==> config.mk <==
export PLATFORM = sky130hd
export DESIGN_NAME = inport_uart_rx
export DESIGN_NICKNAME = d
export VERILOG_FILES = /design/src/rtl/minisrc_io_pkg.sv /design/src/rtl/sync_ff.sv /design/src/rtl/inport_uart_rx.sv
export SDC_FILE = /design/constraint.sdc
export NUM_CORES = 1
export LEC_CHECK = 0
export ABC_CLOCK_PERIOD_IN_PS = 4600
export CORE_ASPECT_RATIO = 0.5
export CORE_MARGIN = 5
export CORE_UTILIZATION = 45
export DETAILED_ROUTE_END_ITERATION = 8
export HOLD_SLACK_MARGIN = 0.05
export PLACE_DENSITY = 0.77
export SLEW_MARGIN = 20
export SYNTH_ARGS = -nofsm -noshare
export SYNTH_HDL_FRONTEND = slang
export SYNTH_HIERARCHICAL = 1
export SYNTH_SLANG_ARGS = --single-unit
==> constraint.sdc <==
create_clock -name clk -period 4.6 [get_ports clk]
set_input_delay 0.46 -clock clk [delete_from_list [all_inputs] [get_ports clk]]
set_output_delay 0.46 -clock clk [all_outputs]
set_load 0.1 [all_outputs]
==> src/rtl/minisrc_io_pkg.sv <==
// Shared types and constants for the Mini SRC serial input port.
package minisrc_io_pkg;

  localparam int UART_DATA_BITS = 8;
  localparam int INPORT_BYTES   = 4;
  localparam int WORD_W         = 32;

  typedef enum logic [2:0] {
    IDLE,
    START,
    DATA,
    PARITY,
    STOP
  } rx_state_e;

endpackage

==> src/rtl/sync_ff.sv <==
// Multi-flop synchronizer for an asynchronous serial line; resets to the idle (high) level.
module sync_ff #(
  parameter int STAGES = 2
) (
  input  logic clk,
  input  logic reset_n,
  input  logic clr,
  input  logic d,
  output logic q
);

  logic [STAGES-1:0] sync_q;

  always_ff @(posedge clk or negedge reset_n) begin
    if (!reset_n) begin
      sync_q <= '1;
    end else if (clr) begin
      sync_q <= '1;
    end else begin
      sync_q <= {sync_q[STAGES-2:0], d};
    end
  end

  assign q = sync_q[STAGES-1];

endmodule

==> src/rtl/inport_uart_rx.sv <==
// UART receiver that packs four bytes (little-endian) into a held 32-bit InPort word.
// Define INPORT_UART_PARITY_EN for 8E1 frames with a sticky par_err output; default is 8N1.
module inport_uart_rx
  import minisrc_io_pkg::*;
#(
  parameter int CLKS_PER_BIT = 434,
  parameter int SYNC_STAGES  = 2
) (
  input  logic              clk,
  input  logic              reset_n,
  input  logic              clr,
  input  logic              rx,
  output logic [WORD_W-1:0] word_out,
  output logic              word_valid,
  output logic [1:0]        byte_idx,
  output logic              busy,
  output logic              frame_err,
`ifdef INPORT_UART_PARITY_EN
  output logic              par_err,
`endif
  input  logic              err_clr
);

  localparam int CNT_W = $clog2(CLKS_PER_BIT);
  localparam int ASM_W = WORD_W - UART_DATA_BITS;
  localparam logic [CNT_W-1:0] HALF_M1 = CNT_W'(CLKS_PER_BIT / 2 - 1);
  localparam logic [CNT_W-1:0] FULL_M1 = CNT_W'(CLKS_PER_BIT - 1);

  rx_state_e                 state_q, state_d;
  logic [CNT_W-1:0]          cnt_q, cnt_d;
  logic [2:0]                bit_cnt_q, bit_cnt_d;
  logic [UART_DATA_BITS-1:0] shift_q, shift_d;
  logic [ASM_W-1:0]          asm_q, asm_d;
  logic [1:0]                idx_q, idx_d;
  logic [WORD_W-1:0]         word_q, word_d;
  logic                      valid_q, valid_d;
  logic                      good_q, good_d;
  logic                      ferr_q, ferr_d;
  logic                      rx_prev_q, rx_prev_d;
  logic                      rx_s;
  logic                      par_ok;

  sync_ff #(.STAGES(SYNC_STAGES)) u_sync (
    .clk     (clk),
    .reset_n (reset_n),
    .clr     (clr),
    .d       (rx),
    .q       (rx_s)
  );

`ifdef INPORT_UART_PARITY_EN
  logic par_bit_q, par_bit_d;
  logic perr_q, perr_d;
  // Even parity: the received parity bit must equal the XOR of the data bits.
  assign par_ok = (par_bit_q == ^shift_q);
`else
  assign par_ok = 1'b1;
`endif

  always_ff @(posedge clk or negedge reset_n) begin
    if (!reset_n) begin
      state_q   <= IDLE;
      cnt_q     <= '0;
      bit_cnt_q <= '0;
      shift_q   <= '0;
      asm_q     <= '0;
      idx_q     <= '0;
      word_q    <= '0;
      valid_q   <= 1'b0;
      good_q    <= 1'b0;
      ferr_q    <= 1'b0;
      rx_prev_q <= 1'b1;
`ifdef INPORT_UART_PARITY_EN
      par_bit_q <= 1'b0;
      perr_q    <= 1'b0;
`endif
    end else begin
      state_q   <= state_d;
      cnt_q     <= cnt_d;
      bit_cnt_q <= bit_cnt_d;
      shift_q   <= shift_d;
      asm_q     <= asm_d;
      idx_q     <= idx_d;
      word_q    <= word_d;
      valid_q   <= valid_d;
      good_q    <= good_d;
      ferr_q    <= ferr_d;
      rx_prev_q <= rx_prev_d;
`ifdef INPORT_UART_PARITY_EN
      par_bit_q <= par_bit_d;
      perr_q    <= perr_d;
`endif
    end
  end

  always_comb begin
    state_d   = state_q;
    cnt_d     = cnt_q;
    bit_cnt_d = bit_cnt_q;
    shift_d   = shift_q;
    asm_d     = asm_q;
    idx_d     = idx_q;
    word_d    = word_q;
    valid_d   = 1'b0;
    good_d    = 1'b0;
    ferr_d    = ferr_q;
    rx_prev_d = rx_s;
`ifdef INPORT_UART_PARITY_EN
    par_bit_d = par_bit_q;
    perr_d    = perr_q;
    if (err_clr) perr_d = 1'b0;
`endif
    if (err_clr) ferr_d = 1'b0;

    // A good byte is committed one clock after its stop-bit sample; shift_q is stable by then.
    if (good_q) begin
      if (idx_q == 2'(INPORT_BYTES - 1)) begin
        word_d  = {shift_q, asm_q};
        valid_d = 1'b1;
        idx_d   = '0;
      end else begin
        for (int i = 0; i < INPORT_BYTES - 1; i++) begin
          if (idx_q == 2'(i)) asm_d[i*UART_DATA_BITS +: UART_DATA_BITS] = shift_q;
        end
        idx_d = idx_q + 2'd1;
      end
    end

    case (state_q)
      IDLE: begin
        if (rx_prev_q && !rx_s) begin
          state_d = START;
          cnt_d   = '0;
        end
      end
      START: begin
        if (cnt_q == HALF_M1) begin
          cnt_d     = '0;
          bit_cnt_d = '0;
          state_d   = rx_s ? IDLE : DATA;
        end else begin
          cnt_d = cnt_q + 1'b1;
        end
      end
      DATA: begin
        if (cnt_q == FULL_M1) begin
          cnt_d     = '0;
          shift_d   = {rx_s, shift_q[UART_DATA_BITS-1:1]};
          bit_cnt_d = bit_cnt_q + 3'd1;
          if (bit_cnt_q == 3'(UART_DATA_BITS - 1)) begin
`ifdef INPORT_UART_PARITY_EN
            state_d = PARITY;
`else
            state_d = STOP;
`endif
          end
        end else begin
          cnt_d = cnt_q + 1'b1;
        end
      end
`ifdef INPORT_UART_PARITY_EN
      PARITY: begin
        if (cnt_q == FULL_M1) begin
          cnt_d     = '0;
          par_bit_d = rx_s;
          state_d   = STOP;
        end else begin
          cnt_d = cnt_q + 1'b1;
        end
      end
`endif
      STOP: begin
        if (cnt_q == FULL_M1) begin
          cnt_d   = '0;
          state_d = IDLE;
          if (!rx_s) ferr_d = 1'b1;
`ifdef INPORT_UART_PARITY_EN
          if (!par_ok) perr_d = 1'b1;
`endif
          if (rx_s && par_ok) good_d = 1'b1;
          else                idx_d  = '0;
        end else begin
          cnt_d = cnt_q + 1'b1;
        end
      end
      default: state_d = IDLE;
    endcase

    if (clr) begin
      state_d   = IDLE;
      cnt_d     = '0;
      bit_cnt_d = '0;
      shift_d   = '0;
      asm_d     = '0;
      idx_d     = '0;
      word_d    = '0;
      valid_d   = 1'b0;
      good_d    = 1'b0;
      ferr_d    = 1'b0;
      rx_prev_d = 1'b1;
`ifdef INPORT_UART_PARITY_EN
      par_bit_d = 1'b0;
      perr_d    = 1'b0;
`endif
    end
  end

  assign word_out   = word_q;
  assign word_valid = valid_q;
  assign byte_idx   = idx_q;
  assign busy       = (state_q != IDLE);
  assign frame_err  = ferr_q;
`ifdef INPORT_UART_PARITY_EN
  assign par_err    = perr_q;
`endif

endmodule

== Word level (Yosys, flattened, before mapping) ==
Index checks and enable logic that the tools add are counted.

* Reductions and logical operators: 23
* Bitwise operators: 0
* $mul: 0
* $lt $le $gt $ge: 0
* Shift operators: 0
* $add $sub $neg: 3
* Eq/ne operators: 15
* Divide/modulo/power cells: 0
* Multiplexer cells: 49

{| class="wikitable"
|+ Operator list
! kind !! count
|-
| 32-bit two-way mux || 3
|-
| 24-bit two-way mux || 3
|-
| 8-bit two-way mux || 6
|-
| 9-bit two-way mux || 4
|-
| 3-bit two-way mux || 9
|-
| 9-bit case mux with 3 select lines || 1
|-
| 2-bit two-way mux || 8
|-
| 3-bit inequality test (second input constant) || 5
|-
| 2-bit nonzero test || 7
|-
| 1-bit two-way mux || 13
|-
| 3-bit case mux with 4 select lines || 1
|-
| 3-bit AND reduction || 4
|-
| 9-bit by 1-bit adder with 9-bit output (second input constant) || 1
|-
| 9-bit by 8-bit == test with 1-bit output (second input constant) || 1
|-
| 9-bit == test (second input constant) || 1
|-
| 3-bit == test (second input constant) || 2
|-
| 3-bit case mux with 2 select lines || 1
|-
| 2-bit AND reduction || 3
|-
| 3-bit nonzero test || 2
|-
| 5-bit AND reduction || 1
|-
| 2-bit == test (second input constant) || 2
|-
| 4-bit nonzero test || 1
|-
| 3-bit by 1-bit adder with 3-bit output (second input constant) || 1
|-
| 3-bit by 1-bit == test with 1-bit output (second input constant) || 1
|-
| other kinds (9) || 9
|}

* Memories kept: 0
* Bits in read-only memories: 0
* Bits in latches: 0
* Register bits after elaboration: 87
* Bits in writable memories: 0

== Logic depth before layout (Yosys ltp) ==
* Word-level depth: 7
* Gate-level depth with buffers: 7
* Gate-level depth less buffers: 6

== By module ==
Netlist, hierarchy kept.

{| class="wikitable"
|+ By module, submodules not included
! module !! cells an instance !! seq. area each (um2) !! instances !! area each (um2)
|-
| inport_uart_rx || 329 || 2,128.3 || 1 || 3,657.3
|-
| sync_ff || 4 || 52.6 || 1 || 65.1
|}

== Least setup slack after synthesis ==
Ideal clock, no wire load.

* Path kind: reg2reg
* Start point: register idx_q[0], in the netlist byte_idx[0]
* End point: register asm_q[4]
* Stages on the path, launching flop included: 6
* Data arrival time: 2.031 ns
* Setup time: 0.136 ns
* Path slack: 2.433 ns
* Buffers on the path: 1
* Path through: dfrtp_1 -> ha_1 -> nor2b_1 -> a21oi_1 -> clkbuf_1 -> o21ai_0

* Cells in the longest elaborated chain, start to end: 3
* Elaborated cells on any way between the ends: 5
* Those cells by class: eq/ne (2); reduce/logical (3)

{| class="wikitable"
|+ Ends and longest elaborated chain
! element !! RTL line !! RTL
|-
| start, declared || inport_uart_rx.sv:34 || <nowiki>logic [1:0] idx_q, idx_d;</nowiki>
|-
| start signal, assigned || inport_uart_rx.sv:83 || <nowiki>idx_q <= idx_d;</nowiki>
|-
| 2-bit == test / 2-bit logical NOT (equally long branches) || inport_uart_rx.sv:117, inport_uart_rx.sv:123 ||
|-
| 2-bit inequality test (no source line) / 2-bit nonzero test (equally long branches) || n/a ||
|-
| 3-bit AND reduction (no source line) * || n/a ||
|-
| end signal, assigned || inport_uart_rx.sv:82 || <nowiki>asm_q <= asm_d;</nowiki>
|-
| end, declared || inport_uart_rx.sv:33 || <nowiki>logic [ASM_W-1:0] asm_q, asm_d;</nowiki>
|}

Every way passes the cells marked *; elsewhere a longest branch is shown, timed or not.
A chain may end at the register's enable or synchronous reset.

== Final worst setup path ==
* Start point: register state_q[1]
* End point: output busy

* Cells in the longest elaborated chain, start to end: 1

{| class="wikitable"
|+ Ends and longest elaborated chain
! element !! RTL line !! RTL
|-
| start, declared || inport_uart_rx.sv:29 || <nowiki>rx_state_e state_q, state_d;</nowiki>
|-
| start signal, assigned || inport_uart_rx.sv:78 || <nowiki>state_q <= state_d;</nowiki>
|-
| 3-bit nonzero test || inport_uart_rx.sv:211 || <nowiki>assign busy = (state_q != IDLE);</nowiki>
|-
| end, declared || inport_uart_rx.sv:16 || <nowiki>output logic busy,</nowiki>
|}

No other way between the ends.

==> run_results.csv <==
group,metric,value,unit
outcome,status,"completed",
logic_synthesis,ys_ff_latch,87,
routing,ant_nets,0,
routing,drt_iter0_drc,181,
power,switching_share,23.2,%
routing,routedWlPerCell,16.7,µm
clocking,cts_sinks,87,
die,die_height,74.3,µm
global_routing,grt_overflow_total,0,
sta,finalCriticalPeriod,2.72,ns
routing,drt_first_pass_iters,4,
setup_path,worstPathRequired,4.14,ns
power,leakagePower,2.06,nW
sta,setup_viol,0,
placed_design,io_buffers,41,
clocking,ctsHoldBuffers,0,
logic_synthesis,synth_top_area_share,56.5,%
power,peakVddDrop,0.000266,V
routing,drc,0,
layout,n_antenna_cell,0,
placed_design,gp_congestion,0.815,
logic_synthesis,syn-cell-area,3720,µm²
logic_synthesis,synth_flop_cell,"dfrtp_1",
logic_synthesis,ys_seq_area_share,58.6,%
clocking,clockRootBuffer,"clkbuf_16",
global_routing,grt_max_degree,88,
setup_path,cp_slowest_stage_delay,0.98,ns
die,coreArea,8030,µm²
logic_synthesis,avgSynthCellArea,11.2,µm²
sta,skew,0.00699,ns
clocking,clockBufferDepth,2,
routing,via_per_inst,5.49,
setup_path,crit_fanout,10,
die,start_util,46.4,%
sta,slew_viol_final,0,
setup_path,crit_path_top_delay_cell,"clkdlybuf4s50_1",
clocking,ctsResizeCount,0,
logic_synthesis,async_flop_share,100,%
hold_path,hold_class,"primary input to asynchronous set/reset pin",
sta,finalSetupTns,0,ns
routing,num_vias,2674,
setup_path,start_kind,"flip-flop",
setup_path,crit_arrival,2.26,ns
setup_path,critPathKind,"flip-flop to output port",
job,cap_violations,0,
placed_design,dp_hpwl,5.45,mm
power,internal-power,0.00123,W
sta,fmax,367,MHz
die,num_rows,23,
clocking,htree_levels,3,
global_routing,first_global_vias,2785,
sta,rsz0062_at_grt,"false",
die,die_width,139,µm
die,dieArea,10300,µm²
logic_synthesis,syn_nets,347,
logic_synthesis,synth_cells,333,
layout,final_cell_area,4530,µm²
logic_synthesis,ys_top_cells_by_area,"dfrtp_1, a22o_1, nand2_1",
global_routing,grt.total_usage,17.3,%
routing,routed_wl,8.12,mm
power,netSwitchingPower,0.000372,W
logic_synthesis,synth_cell_type_count,49,
setup_path,crit_chain,"or3_4 > clkdlybuf4s50_1",
layout,drive_gt1_share,10.4,%
setup_path,crit_family,"buffers and inverters",
global_routing,grt_pass1_wl,14.1,mm
layout,finalNetCount,384,
die,io_pins,42,
global_routing,antenna_found_initial,0,
sta,slew_headroom,30.2,%
layout,syn_to_final_growth,21.8,%
sta,hold_violations,0,
power,clkPwrFrac,47.0,%
logic_synthesis,synth-edff-count,0,
power,powerDensity,354,nW/µm²
logic_synthesis,yosysWarnings,6,
clocking,cts_setup_buffers,0,
power,p_seq_share,48.5,%
sta,min_period_over_period,59.2,%
setup_path,worst-path-buf-inv,1,
clocking,clk_pin_slew,0.06,ns
power,comb_power_share,4.4,%
logic_synthesis,synth_area_leader_cell,"dfrtp_1",
clocking,clk_latency,0.35,ns
clocking,tritoncts,"done",
sta,tightest_slew,1.05,ns
placed_design,postPlaceCellArea,4210,µm²
clocking,cts-buffers-inserted,9,
setup_path,endpoint_kind,"output port",
per-layer routing:
metal	share of wire, %	track usage, %	vias up
met2	49	30.5	61
li1	-	-	1264
met5	0	0	-
met4	1.5	6.62	0
met3	5.0	5.46	14
met1	44	20.6	1335
final cells by class:
cell class / count / area (µm²)
clock buffer: 10 / 239
clock inverter: 6 / 73.8
fill: 640 / 3490
inverter: 8 / 30.0
multi-input combinational: 221 / 1440
sequential: 87 / 2180
tap: 112 / 140
timing repair buffer: 43 / 427
cells in the mapped netlist (4+ instances only):
master,count
nand2_1,45
a21oi_1,10
nand3_1,13
a22o_1,32
dfrtp_1,84
o22ai_1,4
nor2_1,13
clkbuf_1,13
mux2i_1,9
ha_1,9
o211ai_1,4
nor2b_1,5
o21ai_0,30
inv_1,7
nor3_1,5
worst register-to-register path: cells and delay by family, from the launching register on:
| kind | cells | cell delay [ns] |
|---|---|---|
| fa+ha+maj | 1 | 0.16 |
| flops | 1 | 0.41 |
| buf+inv | 1 | 0.09 |
| compound gates | 1 | 0.14 |
| simple gates | 3 | 1.42 |
placed cells by master, fill, tap and decap left out, types with 2 or more instances in the layout:
| cell type | n |
|---|---|
| xor2_1 | 2 |
| clkinvlp_4 | 2 |
| ha_1 | 9 |
| or2_2 | 3 |
| mux2i_1 | 9 |
| o22ai_1 | 4 |
| o21a_1 | 3 |
| dfstp_2 | 3 |
| inv_1 | 7 |
| a21boi_0 | 2 |
| nand4_1 | 3 |
| nand2_1 | 45 |
| nand3_1 | 13 |
| buf_4 | 2 |
| a22o_1 | 32 |
| clkdlybuf4s50_1 | 40 |
| nor3_1 | 5 |
| a21oi_1 | 7 |
| dfrtp_1 | 84 |
| or2_1 | 2 |
| nor2b_1 | 5 |
| inv_6 | 2 |
| and4bb_2 | 2 |
| clkbuf_16 | 9 |
| nor2_1 | 13 |
| or3_1 | 3 |
| o211ai_1 | 4 |
| and2b_2 | 2 |
| o21ai_0 | 30 |
| a21oi_2 | 3 |
path summary, 6_finish.rpt:
path                                 start           end  slack, ns  depth (start not counted)
worst max-delay path            state_q[1]          busy       1.88                          2
worst min-delay path               reset_n      cnt_q[3]       0.15                          1
worst max register to register    cnt_q[1]  bit_cnt_q[2]       2.30                          6
worst min register to register    asm_q[9]      asm_q[9]       0.48                          2
max in group asynchronous          reset_n      asm_q[1]       3.91                          1
min in group clk                  asm_q[9]      asm_q[9]       0.48                          2
per-stage QoR:
stage | total power, W | setup WS [ns] | util (%) | hold slack, ns | std cells
floorplan | 0.000833 | 2.43 | - | 0.164 | 333
CTS | 0.00162 | 1.87 | 56.3 | 0.356 | 487
global placement | 0.000862 | 1.83 | 52.4 | 0.468 | 471
global route | 0.00166 | 1.81 | 56.5 | 0.231 | 487
finish | 0.00161 | 1.88 | 56.5 | 0.147 | 487
detailed placement | 0.000865 | 1.69 | 52.4 | 0.472 | 471
registers in the layout (all words and copies together), names as in the netlist, 2 cells and up:
signal	flops
u_sync/sync_q	2
word_out	32
shift_q	8
state_q	3
cnt_q	9
byte_idx	2
asm_q	24
bit_cnt_q	3
power by group through the flow:
stage	logic (W)	clock network (W)	registers, W
2_1_floorplan	0.0000413	0	0.000792
3_3_place_gp	0.0000693	0	0.000793
3_5_place_dp	0.0000714	0	0.000794
4_1_cts	0.0000720	0.000764	0.000780
5_1_grt	0.0000816	0.000802	0.000780
6_report	0.0000712	0.000755	0.000779
cells by family after synthesis:
| family | count (synthesis) | synth area share (%) |
|---|---|---|
| buffers and inverters | 25 | 2.96 |
| and+or+nand+nor | 108 | 14.9 |
| xor gates and xnor gates | 2 | 0.471 |
| DFF | 87 | 58.6 |
| AOI/OAI and AO/OA | 93 | 17.6 |
| muxes | 9 | 2.42 |
| adders and majority gates | 9 | 3.03 |
No activity file was read; power rests on OpenSTA's default activity.
